File: config.mk
export PLATFORM = sky130hd
export DESIGN_NAME = i2c_slave_regs
export DESIGN_NICKNAME = d
export VERILOG_FILES = /design/src/rtl/i2c_slave_regs.sv
export SDC_FILE = /design/constraint.sdc
export NUM_CORES = 1
export LEC_CHECK = 0
export ABC_AREA = 1
export BUFFER_PORTS_ARGS = -buffer_cell sky130_fd_sc_hd__clkbuf_2
export CORE_ASPECT_RATIO = 1.4
export CORE_MARGIN = 2
export CORE_UTILIZATION = 40
export DETAILED_ROUTE_END_ITERATION = 8
export MAX_ROUTING_LAYER = met4
export PLACE_DENSITY = 0.62
export SLEW_MARGIN = 30
export SYNTH_ARGS = -nofsm -noshare
export SYNTH_HDL_FRONTEND = slang
export SYNTH_SLANG_ARGS = --single-unit
File: constraint.sdc
create_clock -name clk -period 4.7 [get_ports clk]
set_input_delay 0.47 -clock clk [delete_from_list [all_inputs] [get_ports clk]]
set_output_delay 0.47 -clock clk [all_outputs]
set_load 0.02 [all_outputs]
File: src/rtl/i2c_slave_regs.sv
// I2C target with a byte-wide register port: a write sets the pointer and then stores data bytes,
// and a read streams bytes from the pointer. SCL/SDA are oversampled by clk.
module i2c_slave_regs #(
  parameter logic [6:0] ADDRESS   = 7'h77,
  parameter logic [7:0] PTR_RESET = 8'h00
) (
  input  logic       clk,
  input  logic       reset,
  input  logic       scl_in,
  input  logic       sda_in,
  output logic       sda_oe,
  output logic [7:0] reg_addr,
  output logic [7:0] reg_wdata,
  output logic       reg_we,
  output logic       reg_re,
  input  logic [7:0] reg_rdata,
  output logic       busy
);

  localparam logic [2:0] S_IDLE    = 3'd0;
  localparam logic [2:0] S_ADDR    = 3'd1;
  localparam logic [2:0] S_ACK     = 3'd2;
  localparam logic [2:0] S_WR_PTR  = 3'd3;
  localparam logic [2:0] S_WR_DATA = 3'd4;
  localparam logic [2:0] S_RD_DATA = 3'd5;
  localparam logic [2:0] S_RD_ACK  = 3'd6;
  localparam logic [2:0] S_IGNORE  = 3'd7;

  logic       r_sclMeta, r_sclSync, r_sclDly;
  logic       r_sdaMeta, r_sdaSync, r_sdaDly;
  logic [2:0] r_state, r_ackNext;
  logic [1:0] r_ackPhase;
  logic [2:0] r_bitCnt;
  logic [6:0] r_shift;
  logic [7:0] r_ptr, r_wdata;
  logic       r_we, r_oe, r_busy;

  logic       w_sclRise, w_sclFall, w_start, w_stop, w_lastBit, w_reFire;
  logic [7:0] w_byte;

  // The synchronisers idle high so that leaving reset on a quiet bus raises no event.
  always_ff @(posedge clk) begin
    if (!reset) begin
      {r_sclMeta, r_sclSync, r_sclDly} <= 3'b111;
      {r_sdaMeta, r_sdaSync, r_sdaDly} <= 3'b111;
    end else begin
      {r_sclMeta, r_sclSync, r_sclDly} <= {scl_in, r_sclMeta, r_sclSync};
      {r_sdaMeta, r_sdaSync, r_sdaDly} <= {sda_in, r_sdaMeta, r_sdaSync};
    end
  end

  assign w_sclRise = r_sclSync & ~r_sclDly;
  assign w_sclFall = ~r_sclSync & r_sclDly;
  assign w_start   = r_sclSync & r_sclDly & r_sdaDly & ~r_sdaSync;
  assign w_stop    = r_sclSync & r_sclDly & ~r_sdaDly & r_sdaSync;
  assign w_byte    = {r_shift, r_sdaSync};
  assign w_lastBit = (r_bitCnt == 3'd7);

  // A transmit byte is fetched on the SCL fall that ends an ACK slot, in the same cycle as the load.
  assign w_reFire = w_sclFall &
                    (((r_state == S_ACK) && (r_ackPhase == 2'd2) && (r_ackNext == S_RD_DATA)) ||
                     ((r_state == S_RD_ACK) && (r_ackPhase == 2'd1)));

  always_ff @(posedge clk) begin
    if (!reset) begin
      r_state    <= S_IDLE;
      r_ackNext  <= S_IDLE;
      r_ackPhase <= 2'd0;
      r_bitCnt   <= 3'd0;
      r_shift    <= 7'd0;
      r_ptr      <= PTR_RESET;
      r_wdata    <= 8'd0;
      r_we       <= 1'b0;
      r_oe       <= 1'b0;
      r_busy     <= 1'b0;
    end else begin
      r_we <= 1'b0;
      if (r_we) r_ptr <= r_ptr + 8'd1;

      if (w_stop) begin
        r_state <= S_IDLE;
        r_oe    <= 1'b0;
        r_busy  <= 1'b0;
      end else if (w_start) begin
        r_state  <= S_ADDR;
        r_bitCnt <= 3'd0;
        r_oe     <= 1'b0;
      end else begin
        case (r_state)
          S_ADDR, S_WR_PTR, S_WR_DATA: begin
            if (w_sclRise) begin
              r_shift  <= w_byte[6:0];
              r_bitCnt <= r_bitCnt + 3'd1;
              if (w_lastBit) begin
                r_ackPhase <= 2'd0;
                r_state    <= S_ACK;
                if (r_state == S_ADDR) begin
                  if (w_byte[7:1] == ADDRESS) begin
                    r_ackNext <= w_byte[0] ? S_RD_DATA : S_WR_PTR;
                    r_busy    <= 1'b1;
                  end else begin
                    r_state <= S_IGNORE;
                    r_busy  <= 1'b0;
                  end
                end else if (r_state == S_WR_PTR) begin
                  r_ptr     <= w_byte;
                  r_ackNext <= S_WR_DATA;
                end else begin
                  r_wdata   <= w_byte;
                  r_we      <= 1'b1;
                  r_ackNext <= S_WR_DATA;
                end
              end
            end
          end
          // Phase 0: drive after the 8th fall; 1: hold through the 9th rise; 2: release on the next fall.
          S_ACK: begin
            case (r_ackPhase)
              2'd0: if (w_sclFall) begin
                r_oe       <= 1'b1;
                r_ackPhase <= 2'd1;
              end
              2'd1: if (w_sclRise) r_ackPhase <= 2'd2;
              default: if (w_sclFall) begin
                r_state  <= r_ackNext;
                r_bitCnt <= 3'd0;
                if (r_ackNext == S_RD_DATA) begin
                  r_shift <= reg_rdata[6:0];
                  r_oe    <= ~reg_rdata[7];
                end else begin
                  r_oe <= 1'b0;
                end
              end
            endcase
          end
          S_RD_DATA: begin
            if (w_sclFall) begin
              r_bitCnt <= r_bitCnt + 3'd1;
              if (w_lastBit) begin
                r_oe       <= 1'b0;
                r_state    <= S_RD_ACK;
                r_ackPhase <= 2'd0;
              end else begin
                r_oe    <= ~r_shift[6];
                r_shift <= {r_shift[5:0], 1'b0};
              end
            end
          end
          // The pointer advances past every byte sent, whether the master ACKs it or not.
          S_RD_ACK: begin
            if (r_ackPhase == 2'd0) begin
              if (w_sclRise) begin
                r_ptr <= r_ptr + 8'd1;
                if (r_sdaSync) begin
                  r_state <= S_IGNORE;
                  r_busy  <= 1'b0;
                end else begin
                  r_ackPhase <= 2'd1;
                end
              end
            end else if (w_sclFall) begin
              r_shift  <= reg_rdata[6:0];
              r_oe     <= ~reg_rdata[7];
              r_state  <= S_RD_DATA;
              r_bitCnt <= 3'd0;
            end
          end
          S_IGNORE: begin
            r_oe   <= 1'b0;
            r_busy <= 1'b0;
          end
          default: r_oe <= 1'b0;
        endcase
      end
    end
  end

  assign sda_oe    = r_oe;
  assign reg_addr  = r_ptr;
  assign reg_wdata = r_wdata;
  assign reg_we    = r_we;
  assign reg_re    = w_reFire & reset;
  assign busy      = r_busy;

endmodule

* Word-level counts from Yosys, hierarchy flattened
Index checks and enable logic that the tools add are counted.
** Word-level totals
- Logic and storage cells :: 180
- Bits in latches :: 0
- Memories :: 0
- ROM bits :: 0
- Flip-flop bits (word level) :: 43
- Bits in writable memories :: 0
** Cells by class
- Divide/modulo/power cells :: 0
- Shift-type cells :: 0
- $add $sub $neg :: 2
- Bitwise gates (word level) :: 23
- Magnitude comparators :: 0
- Reductions and logical operators :: 22
- Multiply operators :: 0
- Equal/unequal tests :: 45
- Muxes and demuxes :: 71
** Operators by type and width (number)
- $mux W8 :: 9
- $mux W3 :: 21
- $mux W7 :: 8
- $ne A3 B3 Y1 const B :: 11
- $ne A2 B2 Y1 const B :: 14
- $pmux W7 S4 :: 1
- $pmux W3 S4 :: 2
- $reduce_and A11 Y1 :: 2
- $reduce_and A10 Y1 :: 2
- $eq A3 B3 Y1 const B :: 6
- $reduce_and A6 Y1 :: 3
- $mux W1 :: 16
- $mux W2 :: 8
- $pmux W8 S2 :: 1
- $not A1 Y1 :: 14
- $and A1 B1 Y1 :: 9
- $add A8 B1 Y8 const B :: 1
- $ne A4 B4 Y1 const B :: 2
- $pmux W2 S4 :: 1
- $reduce_and A8 Y1 :: 1
- $eq A7 B7 Y1 const B :: 1
- $reduce_and A7 Y1 :: 1
- $reduce_or A7 Y1 :: 1
- $eq A3 B2 Y1 const B :: 2
- other kinds (20) :: 26

* Longest topological paths before layout
- Word-level depth :: 9
- Gate-level depth with buffers :: 12
- Gate-level depth less buffers :: 12

* Worst setup path before layout
No wires, ideal clock.
- Kind :: flip-flop to output port
- Start point :: register r_state[0]
- End point :: output reg_re
- Required time :: 4230 ps
- Path buffers :: 1
- Arrival :: 1534 ps
- Slack :: 2696 ps
- Stages on the path, launching flop included :: 7
- Cell sequence :: dfxtp_1 inv_2 nand3_2 inv_1 clkbuf_1 nand2_1 a211oi_1
** Between the ends
- Cells in the longest elaborated chain, start to end :: 6
** RTL lines
- from (decl) :: RTL line 31 : logic [2:0] r_state, r_ackNext;
- from (signal assigned) :: RTL line 125 : r_state <= r_ackNext;
- $eq A3 B2 Y1 :: RTL line 61 : (((r_state == S_ACK) && (r_ackPhase == 2'd2) && (r_ackNext == S_RD_DATA)) ||
- $logic_and A1 B1 Y1 (2 in a row) :: RTL line 61
- $logic_or A1 B1 Y1 * :: RTL line 61
- $and A1 B1 Y1 * :: RTL line 60 : assign w_reFire = w_sclFall &
- $and A1 B1 Y1 * :: RTL line 182 : assign reg_re = w_reFire & reset;
- to (decl) :: RTL line 15 : output logic reg_re,
Mark *: on every way between the ends. The rest lies on a longest branch, timed or not.

* Worst setup path in the final report
- Start point :: register r_state[2]
- End point :: output reg_re
The elaborated chain is that of the path after synthesis.

==> flow_summary.yaml <==
job:
  cap_violations: 0
route:
  wl_per_cell_um: 13.2
  dr.pass1.iters: 4
  ant_nets: 0
  vias: 2852
  drcViolationCount: 0
  viasPerCell: 5.21
  routed_wl_um: 7210
  drt_iter0_drc: 161
die:
  coreArea_sq_um: 6480
  dieWidth_um: 72.8
  die_area_sq_um: 7300
  die_y_um: 100
  rows: 35
  io_pins: 32
  start_util_pct: 40.9
clocking:
  cts_root_buffer: "clkbuf_8"
  cts_buffer_depth: 2
  cts_tree: "yes"
  cts_resized: 0
  cts_hold_buf: 0
  post_cts_buffers: 0
  clkSinkCount: 43
  clk_latency_ns: 0.30
  numCtsBuffers: 5
  cts_max_level: 2
  path_clk_slew_ns: 0.09
synth:
  synthesis.area_sq_um: 2650
  yosysSeqAreaShare_pct: 32.5
  synth_most_common_cell: "nand2_1"
  syn_nets: 460
  synth_warnings: 0
  postSynthAreaPerCell_sq_um: 5.96
  synth_edf_count: 0
  ys.flop_type: "dfxtp_1"
  synth_top_area_share_pct: 32.5
  synth.distinct_cells: 29
  ys_async_sr_fraction_pct: 0
  synth_area_leaders: "dfxtp_1 (32%), nand2_1 (21%), o21ai_0 (7.6%), nand3_1 (7.2%), inv_1 (7.1%)"
  yosysTopAreaCell: "dfxtp_1"
  synth_commonest_cells: "nand2_1 (148), inv_1 (50), nor2_1 (49)"
  ys_seq_elements: 43
  synth_cells: 445
timing:
  setup_viol: 0
  setup_ws_ns: 2.23
  finClkSkew_ns: 0.00945
  rsz0062_at_grt: "no"
  slew-limit-headroom_pct: 55.2
  report.final.slew_viol_count: 0
  min_period_over_period_pct: 52.6
  setup_tns_ns: 0
  period_needed_ns: 2.47
  hold_violations: 0
  worst_pin_slew_ns: 0.671
  fmax_ghz: 0.404
status:
  status: "finished, final reports clean"
layout:
  final_nets: 487
  design_area_sq_um: 2970
  n_antenna_cell: 0
  layout-drive-gt1-share_pct: 11.6
  synthToLayoutAreaGrowth_pct: 11.8
placement:
  place_ws_ns: 2.36
  dp_hpwl_um: 5470
  io_buffer_count: 31
  postPlaceCellArea_sq_um: 2850
  gp_congestion: 0.968
global_routing:
  first_global_vias: 2676
  grt_overflow: 0
  grt.total_usage_pct: 21.6
  grt_pass1_wl_um: 12200
  antenna_found_initial: 0
  grt_max_degree: 28
pwr:
  finalPower_mw: 0.913
  p_per_area_nw_per_um2: 308
  p_leak_nw: 1.49
  p_sw_mw: 0.302
  intPower_mw: 0.611
  clkPwrFrac_pct: 32.9
  pwr-share-seq_pct: 45.3
  combPwrFrac_pct: 21.9
  worst_ir_drop_vdd_v: 0.000211
  netSwitchingFraction_pct: 33.1
critical_path:
  endpoint: "reg_re"
  startpoint_type: "flip-flop"
  cp.arrival_ns: 2.00
  r2r_end: "r_shift[6]"
  crit_start: "r_state[2]"
  worstSetupPathType: "flip-flop to primary output"
  end_kind: "primary output"
  r2r_start: "r_state[2]"
  critPathRequiredTime_ns: 4.23
  cp_max_fo: 12
  r2r_slack_ns: 2.34
  reg2reg_depth: 9
hold_path:
  hp-class: "input pin to flip-flop"
==> layout by cell type, fill, tap and decap left out, drive strengths merged <==
cell      n
or2       5
clkbuf   36
a211oi    2
nand2   148
and3      2
nand3    39
xnor2     1
nand4     7
clkinv    2
dfxtp    43
mux2i     1
xor2      1
nand3b    1
o211ai    5
nor2     52
o21ai    41
o22ai     1
o21bai    2
bufinv    1
nor3      2
ha        3
a21oi    22
and2      1
inv      55
==> cell type report <==
cell class | count | area [sq um]
Clock inverter | 3 | 43.8
Clock buffer | 5 | 68.8
Multi-Input combinational cell | 336 | 1540
Sequential cell | 43 | 861
Timing Repair Buffer | 31 | 155
Inverter | 55 | 206
Fill cell | 730 | 3520
Tap cell | 74 | 92.6
==> how the worst min path moves through the flow <==
stage	start	endpoint	slack (ns)	cells after the start
after floorplan	r_sclMeta	r_sclSync	0.39	1
after global placement	r_sdaMeta	r_sdaSync	0.39	1
after detailed placement	r_sclMeta	r_sclSync	0.41	1
after CTS	scl_in	r_sclMeta	0.34	2
after global routing	scl_in	r_sclMeta	0.35	2
final	sda_in	r_sdaMeta	0.35	2
==> metal layers <==
| metal | vias up | track usage, % | part of all wire [%] |
|---|---|---|---|
| li1 | 1478 | - | - |
| met1 | 1264 | 24.5 | 41 |
| met2 | 92 | 36.6 | 49 |
| met3 | 18 | 2.51 | 5.4 |
| met4 | 0 | 11.3 | 4.1 |
| met5 | - | - | 0 |
==> sequential cells by signal (all words and copies together), names as in the netlist <==
signal and flops:
r_sclDly 1, r_sdaDly 1, r_state 3, busy 1
r_sdaSync 1, r_sdaMeta 1, r_sclSync 1, r_shift 7
r_bitCnt 3, r_sclMeta 1, r_ackPhase 2, r_ackNext 3
reg_addr 8, reg_wdata 8, reg_we 1, sda_oe 1
==> worst max-delay path, cell delays in order, from the launching register on <==
cell and delay, ns:
dfxtp_1 0.56, nand3_2 0.24, inv_1 0.35, nand2_1 0.09
a211oi_1 0.25, clkbuf_2 0.21
==> stage by stage <==
step	hold WS [ns]	util [%]	instances
6_report	0.352	45.8	547
5_1_grt	0.348	45.8	547
4_1_cts	0.344	45.8	547
3_5_place_dp	0.406	44.0	539
3_3_place_gp	0.395	44.0	539
2_1_floorplan	0.393	-	445
==> kinds of logic after synthesis <==
| group | share of synthesized area [%] |
|---|---|
| xor+xnor | 0.661 |
| compound gates | 14.7 |
| flops | 32.5 |
| buf+inv | 9.63 |
| simple gates | 40.8 |
| mux | 0.378 |
| fa+ha+maj | 1.42 |
==> power by group through the flow <==
| stage | clock network, mW | logic [mW] | registers, mW |
|---|---|---|---|
| 2_1_floorplan | 0 | 0.156 | 0.414 |
| 3_3_place_gp | 0 | 0.197 | 0.421 |
| 3_5_place_dp | 0 | 0.199 | 0.422 |
| 4_1_cts | 0.306 | 0.200 | 0.413 |
| 5_1_grt | 0.321 | 0.235 | 0.417 |
| 6_report | 0.300 | 0.200 | 0.413 |
(Power assumes the default switching activity.)
